[src/rtl/muldiv_unit_pkg.sv]
// Shared op codes, FSM state encoding and divide context for the HI/LO multiply/divide unit.
// Pure declarations; no timing or flow-control behaviour.
package muldiv_unit_pkg;

  localparam logic [2:0] OP_MULT  = 3'd0;
  localparam logic [2:0] OP_MULTU = 3'd1;
  localparam logic [2:0] OP_DIV   = 3'd2;
  localparam logic [2:0] OP_DIVU  = 3'd3;
  localparam logic [2:0] OP_MTHI  = 3'd4;
  localparam logic [2:0] OP_MTLO  = 3'd5;

  typedef enum logic [1:0] {
    S_IDLE    = 2'd0,
    S_MUL     = 2'd1,
    S_DIV     = 2'd2,
    S_DIV_FIX = 2'd3
  } state_t;

  typedef struct packed {
    logic q_neg;
    logic r_neg;
    logic by_zero;
  } div_ctx_t;

  function automatic logic is_div(input logic [2:0] o);
    return (o == OP_DIV) || (o == OP_DIVU);
  endfunction

  function automatic logic is_mul(input logic [2:0] o);
    return (o == OP_MULT) || (o == OP_MULTU);
  endfunction

endpackage

[src/rtl/muldiv_div_iter.sv]
// Radix-2 restoring divide core on unsigned magnitudes: one quotient bit per step.
// start loads operands; WIDTH steps produce quot/rem; last flags the final step; no backpressure.
module muldiv_div_iter #(
  parameter int WIDTH = 32
) (
  input  logic             clk,
  input  logic             resetn,
  input  logic             start,
  input  logic             step,
  input  logic [WIDTH-1:0] dividend,
  input  logic [WIDTH-1:0] divisor,
  output logic [WIDTH-1:0] quot,
  output logic [WIDTH-1:0] rem,
  output logic             last
);

  localparam int CW = $clog2(WIDTH + 1);

  logic [WIDTH-1:0] rem_q;
  logic [WIDTH-1:0] quot_q;
  logic [WIDTH-1:0] dvsr_q;
  logic [CW-1:0]    cnt_q;
  logic [WIDTH:0]   shifted;
  logic [WIDTH:0]   diff;
  logic             qbit;

  // Dividend bits shift out of the quotient register into the partial remainder.
  always_comb begin
    shifted = {rem_q, quot_q[WIDTH-1]};
    diff    = shifted - {1'b0, dvsr_q};
    qbit    = ~diff[WIDTH];
  end

  always_ff @(posedge clk or negedge resetn) begin
    if (!resetn) begin
      rem_q  <= '0;
      quot_q <= '0;
      dvsr_q <= '0;
      cnt_q  <= '0;
    end else if (start) begin
      rem_q  <= '0;
      quot_q <= dividend;
      dvsr_q <= divisor;
      cnt_q  <= '0;
    end else if (step) begin
      rem_q  <= qbit ? diff[WIDTH-1:0] : shifted[WIDTH-1:0];
      quot_q <= {quot_q[WIDTH-2:0], qbit};
      cnt_q  <= cnt_q + 1'b1;
    end
  end

  assign last = (cnt_q == CW'(WIDTH - 1));
  assign quot = quot_q;
  assign rem  = rem_q;

endmodule

[src/rtl/muldiv_unit.sv]
// HI/LO owner: pipelined MULT/MULTU, iterative DIV/DIVU, immediate MTHI/MTLO; cancel flushes work.
// MUL done after MUL_STAGES cycles, DIV after WIDTH+1 (div-by-zero after 1); req_ready low while busy.
module muldiv_unit
  import muldiv_unit_pkg::*;
#(
  parameter int WIDTH      = 32,
  parameter int MUL_STAGES = 2
) (
  input  logic             clk,
  input  logic             resetn,
  input  logic             req_valid,
  output logic             req_ready,
  input  logic [2:0]       op,
  input  logic [WIDTH-1:0] a,
  input  logic [WIDTH-1:0] b,
  input  logic             cancel,
  output logic             busy,
  output logic             done,
  output logic [WIDTH-1:0] hi,
  output logic [WIDTH-1:0] lo
);

  localparam int MCW = (MUL_STAGES > 1) ? $clog2(MUL_STAGES) : 1;

  state_t           state;
  div_ctx_t         ctx;
  logic [WIDTH-1:0] a_hold;
  logic [MCW-1:0]   mul_cnt;
  logic             accept;

  logic               sext_a;
  logic               sext_b;
  logic [2*WIDTH-1:0] mul_a;
  logic [2*WIDTH-1:0] mul_b;
  logic [2*WIDTH-1:0] mul_prod;
  logic [2*WIDTH-1:0] mul_pipe [MUL_STAGES];

  logic [WIDTH-1:0] a_mag;
  logic [WIDTH-1:0] b_mag;
  logic [WIDTH-1:0] div_q;
  logic [WIDTH-1:0] div_r;
  logic             div_last;
  logic             div_start;
  logic             div_step;
  logic [WIDTH-1:0] fix_q;
  logic [WIDTH-1:0] fix_r;

  assign req_ready = (state == S_IDLE);
  assign busy      = (state != S_IDLE);
  assign accept    = req_valid && req_ready && !cancel;

  // Sign-extending to 2*WIDTH makes the truncated product exact for both signed and unsigned.
  always_comb begin
    sext_a   = (op == OP_MULT) && a[WIDTH-1];
    sext_b   = (op == OP_MULT) && b[WIDTH-1];
    mul_a    = {{WIDTH{sext_a}}, a};
    mul_b    = {{WIDTH{sext_b}}, b};
    mul_prod = mul_a * mul_b;
  end

  always_ff @(posedge clk or negedge resetn) begin
    if (!resetn) begin
      for (int i = 0; i < MUL_STAGES; i++) mul_pipe[i] <= '0;
    end else begin
      if (accept && is_mul(op)) mul_pipe[0] <= mul_prod;
      for (int i = 1; i < MUL_STAGES; i++) mul_pipe[i] <= mul_pipe[i-1];
    end
  end

  always_comb begin
    a_mag = ((op == OP_DIV) && a[WIDTH-1]) ? -a : a;
    b_mag = ((op == OP_DIV) && b[WIDTH-1]) ? -b : b;
  end

  assign div_start = accept && is_div(op);
  assign div_step  = (state == S_DIV);

  muldiv_div_iter #(
    .WIDTH(WIDTH)
  ) u_div_iter (
    .clk      (clk),
    .resetn   (resetn),
    .start    (div_start),
    .step     (div_step),
    .dividend (a_mag),
    .divisor  (b_mag),
    .quot     (div_q),
    .rem      (div_r),
    .last     (div_last)
  );

  // MIN / -1 needs no special case: |MIN| / 1 negated wraps back to MIN with remainder 0.
  always_comb begin
    fix_q = ctx.q_neg ? -div_q : div_q;
    fix_r = ctx.r_neg ? -div_r : div_r;
  end

  always_ff @(posedge clk or negedge resetn) begin
    if (!resetn) begin
      state   <= S_IDLE;
      ctx     <= '0;
      a_hold  <= '0;
      mul_cnt <= '0;
      hi      <= '0;
      lo      <= '0;
      done    <= 1'b0;
    end else begin
      done <= 1'b0;
      case (state)
        S_IDLE: begin
          if (accept) begin
            case (op)
              OP_MULT, OP_MULTU: begin
                mul_cnt <= '0;
                state   <= S_MUL;
              end
              OP_DIV, OP_DIVU: begin
                ctx.q_neg   <= (op == OP_DIV) && (a[WIDTH-1] ^ b[WIDTH-1]);
                ctx.r_neg   <= (op == OP_DIV) && a[WIDTH-1];
                ctx.by_zero <= (b == '0);
                a_hold      <= a;
                state       <= (b == '0) ? S_DIV_FIX : S_DIV;
              end
              OP_MTHI: hi <= a;
              OP_MTLO: lo <= a;
              default: ;
            endcase
          end
        end
        S_MUL: begin
          if (cancel) begin
            state <= S_IDLE;
          end else if (mul_cnt == MCW'(MUL_STAGES - 1)) begin
            {hi, lo} <= mul_pipe[MUL_STAGES-1];
            done     <= 1'b1;
            state    <= S_IDLE;
          end else begin
            mul_cnt <= mul_cnt + 1'b1;
          end
        end
        S_DIV: begin
          if (cancel)        state <= S_IDLE;
          else if (div_last) state <= S_DIV_FIX;
        end
        S_DIV_FIX: begin
          state <= S_IDLE;
          if (!cancel) begin
            done <= 1'b1;
            if (ctx.by_zero) begin
              lo <= '1;
              hi <= a_hold;
            end else begin
              lo <= fix_q;
              hi <= fix_r;
            end
          end
        end
        default: state <= S_IDLE;
      endcase
    end
  end

endmodule

[config.mk]
export PLATFORM = sky130hd
export DESIGN_NAME = muldiv_unit
export DESIGN_NICKNAME = d
export VERILOG_FILES = /design/src/rtl/muldiv_unit_pkg.sv /design/src/rtl/muldiv_div_iter.sv /design/src/rtl/muldiv_unit.sv
export SDC_FILE = /design/constraint.sdc
export NUM_CORES = 2
export LEC_CHECK = 0
export BUFFER_PORTS_ARGS = -buffer_cell sky130_fd_sc_hd__buf_4
export CORE_MARGIN = 3
export CORE_UTILIZATION = 63
export CTS_BUF_LIST = sky130_fd_sc_hd__clkbuf_8
export CTS_CLUSTER_SIZE = 30
export DETAILED_ROUTE_END_ITERATION = 7
export HOLD_SLACK_MARGIN = 0.03
export PLACE_DENSITY = 0.8
export SLEW_MARGIN = 20
export SYNTH_ARGS = -nofsm -noshare
export SYNTH_HDL_FRONTEND = slang
export SYNTH_SLANG_ARGS = --single-unit
[constraint.sdc]
create_clock -name clk -period 6.2 [get_ports clk]
set_input_delay 0.62 -clock clk [delete_from_list [all_inputs] [get_ports clk]]
set_output_delay 0.62 -clock clk [all_outputs]
set_load 0.05 [all_outputs]
==> flow_metrics.tcl <==
set metrics [dict create \
    grt-ovfl-total 0 \
    multi_input_area_um2 43800 \
    grt_first_pass_wirelength_um 279000 \
    synth_cell_types 86 \
    regArea_um2 8340 \
    worstSetupPathType "primary input to register" \
    synth_mux_area_frac 0.00908 \
    slowest_stage "fa_2" \
    yosysSeqAreaShare 0.148 \
    syn_avg_cell_area_um2 8.87 \
    grtUsageTotal 0.386 \
    cpPeakStageDelay_ns 0.60 \
    coreArea_um2 87600 \
    wire_per_inst_um 22.7 \
    syn_to_final_growth_pct 18.4 \
    ios 138 \
    rsz0062_at_grt "true" \
    ys_top_cells_by_area "fa_1 40%, dfrtp_1 15%, inv_1 7.9%, nand2_1 7.9%, ha_1 5.6%" \
    synth_top_area_cell "fa_1" \
    hold_path.class "primary input to register" \
    synthArstFlopShare 1.00 \
    clock_tree.root_cell "clkbuf_8" \
    fmax_ghz 0.131 \
    synth_area_um2 56200 \
    grt_max_degree 178 \
    clock_path_buffers 3 \
    final_common_cell "inv_1" \
    endpoint_kind "register" \
    htreeDepth 2 \
    route.detailed.drc 0 \
    cpMostUsedCell "fa_1" \
    fin_worst_skew_ns 0.0393 \
    finalNetCount 8227 \
    yosys_warnings 0 \
    via_per_inst 5.96 \
    cp.required_ns 6.76 \
    portBuffers 137 \
    wirelength_um 181000 \
    fill_cells 5757 \
    maxSlewHeadroom 0.267 \
    synth_top_area_frac 0.401 \
    start_util 0.642 \
    ys_ff_latch 333 \
    worstPathArrival_ns 8.20 \
    ant_nets 0 \
    final_cell_mix "1155 x inv_1, 1149 x nand2_1, 1085 x fa_1" \
    die_area_um2 92800 \
    synth-edff-count 0 \
    worst_slack_ns -1.44 \
    synth_nets 7787 \
    worst_pin_slew_ns 1.10 \
    clock_latency_ns 0.64 \
    synthXorXnorAreaFrac 0.0323 \
    drtIter0Drc 4563 \
    vias 47500 \
    cts_buffers 51 \
    dp_hpwl_um 139000 \
    status "finished, violations left" \
    min_period_ns 7.64 \
    drv_cap 0 \
    ys.flop_type "dfrtp_1" \
    drv_slew 0 \
    crit_path_start_kind "primary input" \
    failed_checks "negative setup slack" \
    hold_viol_final 0 \
    utilization 0.760 \
    synth_compound_area_frac 0.0851 \
    synth_simple_gate_area_frac 0.161 \
    drive_gt1_frac 0.184 \
    antenna_found_initial 5 \
    place_congestion 0.962 \
    rows 108 \
    die_h_um 305 \
    cts.sink_count 333 \
    fp.dieW_um 305 \
    critPathMaxFanout 4 \
    dr.pass1.iters 6 \
    grt_pass1_vias 50700 \
    clk_pin_slew_ns 0.06 \
    synthCells 6340 \
    synth_top_family_by_area "adder cells" \
    fin_crit_sh 1.23 \
    cts_tree "done" \
    setup-violations-final 48 \
    synth_adder_area_share 0.457 \
]
[registers in the layout, indices dropped and copies added, names as in the netlist]
register / count
u_div_iter.dvsr_q: 32
a_hold: 32
state: 2
hi: 32
u_div_iter.rem: 32
u_div_iter.cnt_q: 6
mul_pipe: 128
done: 1
ctx: 3
u_div_iter.quot: 32
lo: 32
mul_cnt: 1
[cells in the mapped netlist, types with 8 or more instances]
library cell  count
a211oi_1         27
a21o_1           49
a21oi_1         182
a221oi_1         13
a31o_2            8
a31oi_1          36
and2_1          307
and3_1           36
buf_1            52
buf_2            12
clkbuf_1        344
dfrtp_1         333
fa_1           1126
ha_1            250
inv_1          1189
mux2_2            8
mux2i_1          42
nand2_1        1176
nand2b_1         26
nand3_1          70
nand4_1          25
nor2_1          185
nor2b_1          29
nor3_1           36
nor4_1           14
o211ai_1         15
o21a_1           12
o21ai_0         195
o21ai_1          99
o21bai_1         11
o22ai_1          10
o31ai_1          38
o41ai_1          22
or2_2            15
or3_1            15
or4_1            17
xnor2_1          97
xor2_1          110
[cell families (layout without fill, tap and decap cells)]
group	Yosys count	in the layout
adder cells (fa/ha/maj)	1376	1376
AO/OA/AOI/OAI	782	782
AND/OR/NAND/NOR	1993	1993
other	0	7
buffers and inverters	1599	2079
multiplexers	50	50
XOR/XNOR	207	207
flip-flops	333	333
[final timing paths]
check | startpoint | endpoint | cells after the start | slack [ns]
max in group asynchronous | resetn | state[1] | 3 | 4.10
max | op[0] | mul_pipe[125] | 29 | -1.44
min | cancel | state[1] | 2 | 0.18
min reg2reg | mul_pipe[77] | mul_pipe[13] | 0 | 0.35
max reg2reg | u_div_iter.quot[31] | u_div_iter.rem[30] | 13 | 1.83
min in group asynchronous | resetn | mul_pipe[71] | 2 | 0.57
[stage by stage]
| stage | setup slack, ns | setup TNS (ns) | area (µm²) | hold WS (ns) | cells |
|---|---|---|---|---|---|
| 2_1_floorplan | -1.87 | -41.79 | 57400 | 0.324 | 6340 |
| 4_1_cts | -1.39 | -37.72 | 65700 | 0.150 | 7945 |
| 5_1_grt | -1.63 | -51.32 | 66600 | 0.175 | 7978 |
| 3_5_place_dp | -2.26 | -80.14 | 62200 | 0.360 | 7788 |
| 6_report | -1.44 | -44.98 | 66600 | 0.177 | 7982 |
| 3_3_place_gp | -2.09 | -77.42 | 62200 | 0.358 | 7788 |
[cell type report]
class | count | share of cell area
diodes | 7 | 0.000263
clock buffers | 61 | 0.0126
clock inverters | 32 | 0.00348
inverters | 1190 | 0.0675
multi-input cells | 4408 | 0.658
flip-flops and latches | 333 | 0.125
well taps | 1155 | 0.0217
repair buffers | 796 | 0.111
[routing by layer]
metal | wire length [µm] | part of all wire | global-route usage
met5 | 13 | 0.000072 | 0
met4 | 14500 | 0.080 | 0.248
met3 | 16900 | 0.093 | 0.0653
met2 | 86700 | 0.48 | 0.623
met1 | 62600 | 0.35 | 0.488
[worst max-delay path: cells and delay by family]
kind,cells,cell delay (ns)
adders and majority gates,9,4.28
and+or+nand+nor,7,1.65
buffers and inverters,8,1.09
AOI/OAI and AO/OA,5,0.54
[timing repair]
| action | 4_1_cts | 5_1_grt |
|---|---|---|
| pin swaps | 209 | 110 |
| hold buffers | 1 | 0 |
| setup endpoints to repair | 48 | 49 |
| hold endpoints to repair | 33 | 0 |
| gates resized for setup | 397 | 161 |
| setup buffers | 61 | 35 |
| cloned | 3 | 1 |
Power is not shown: default switching activity piles up to over one toggle a cycle in this logic, so the estimate is an artifact.
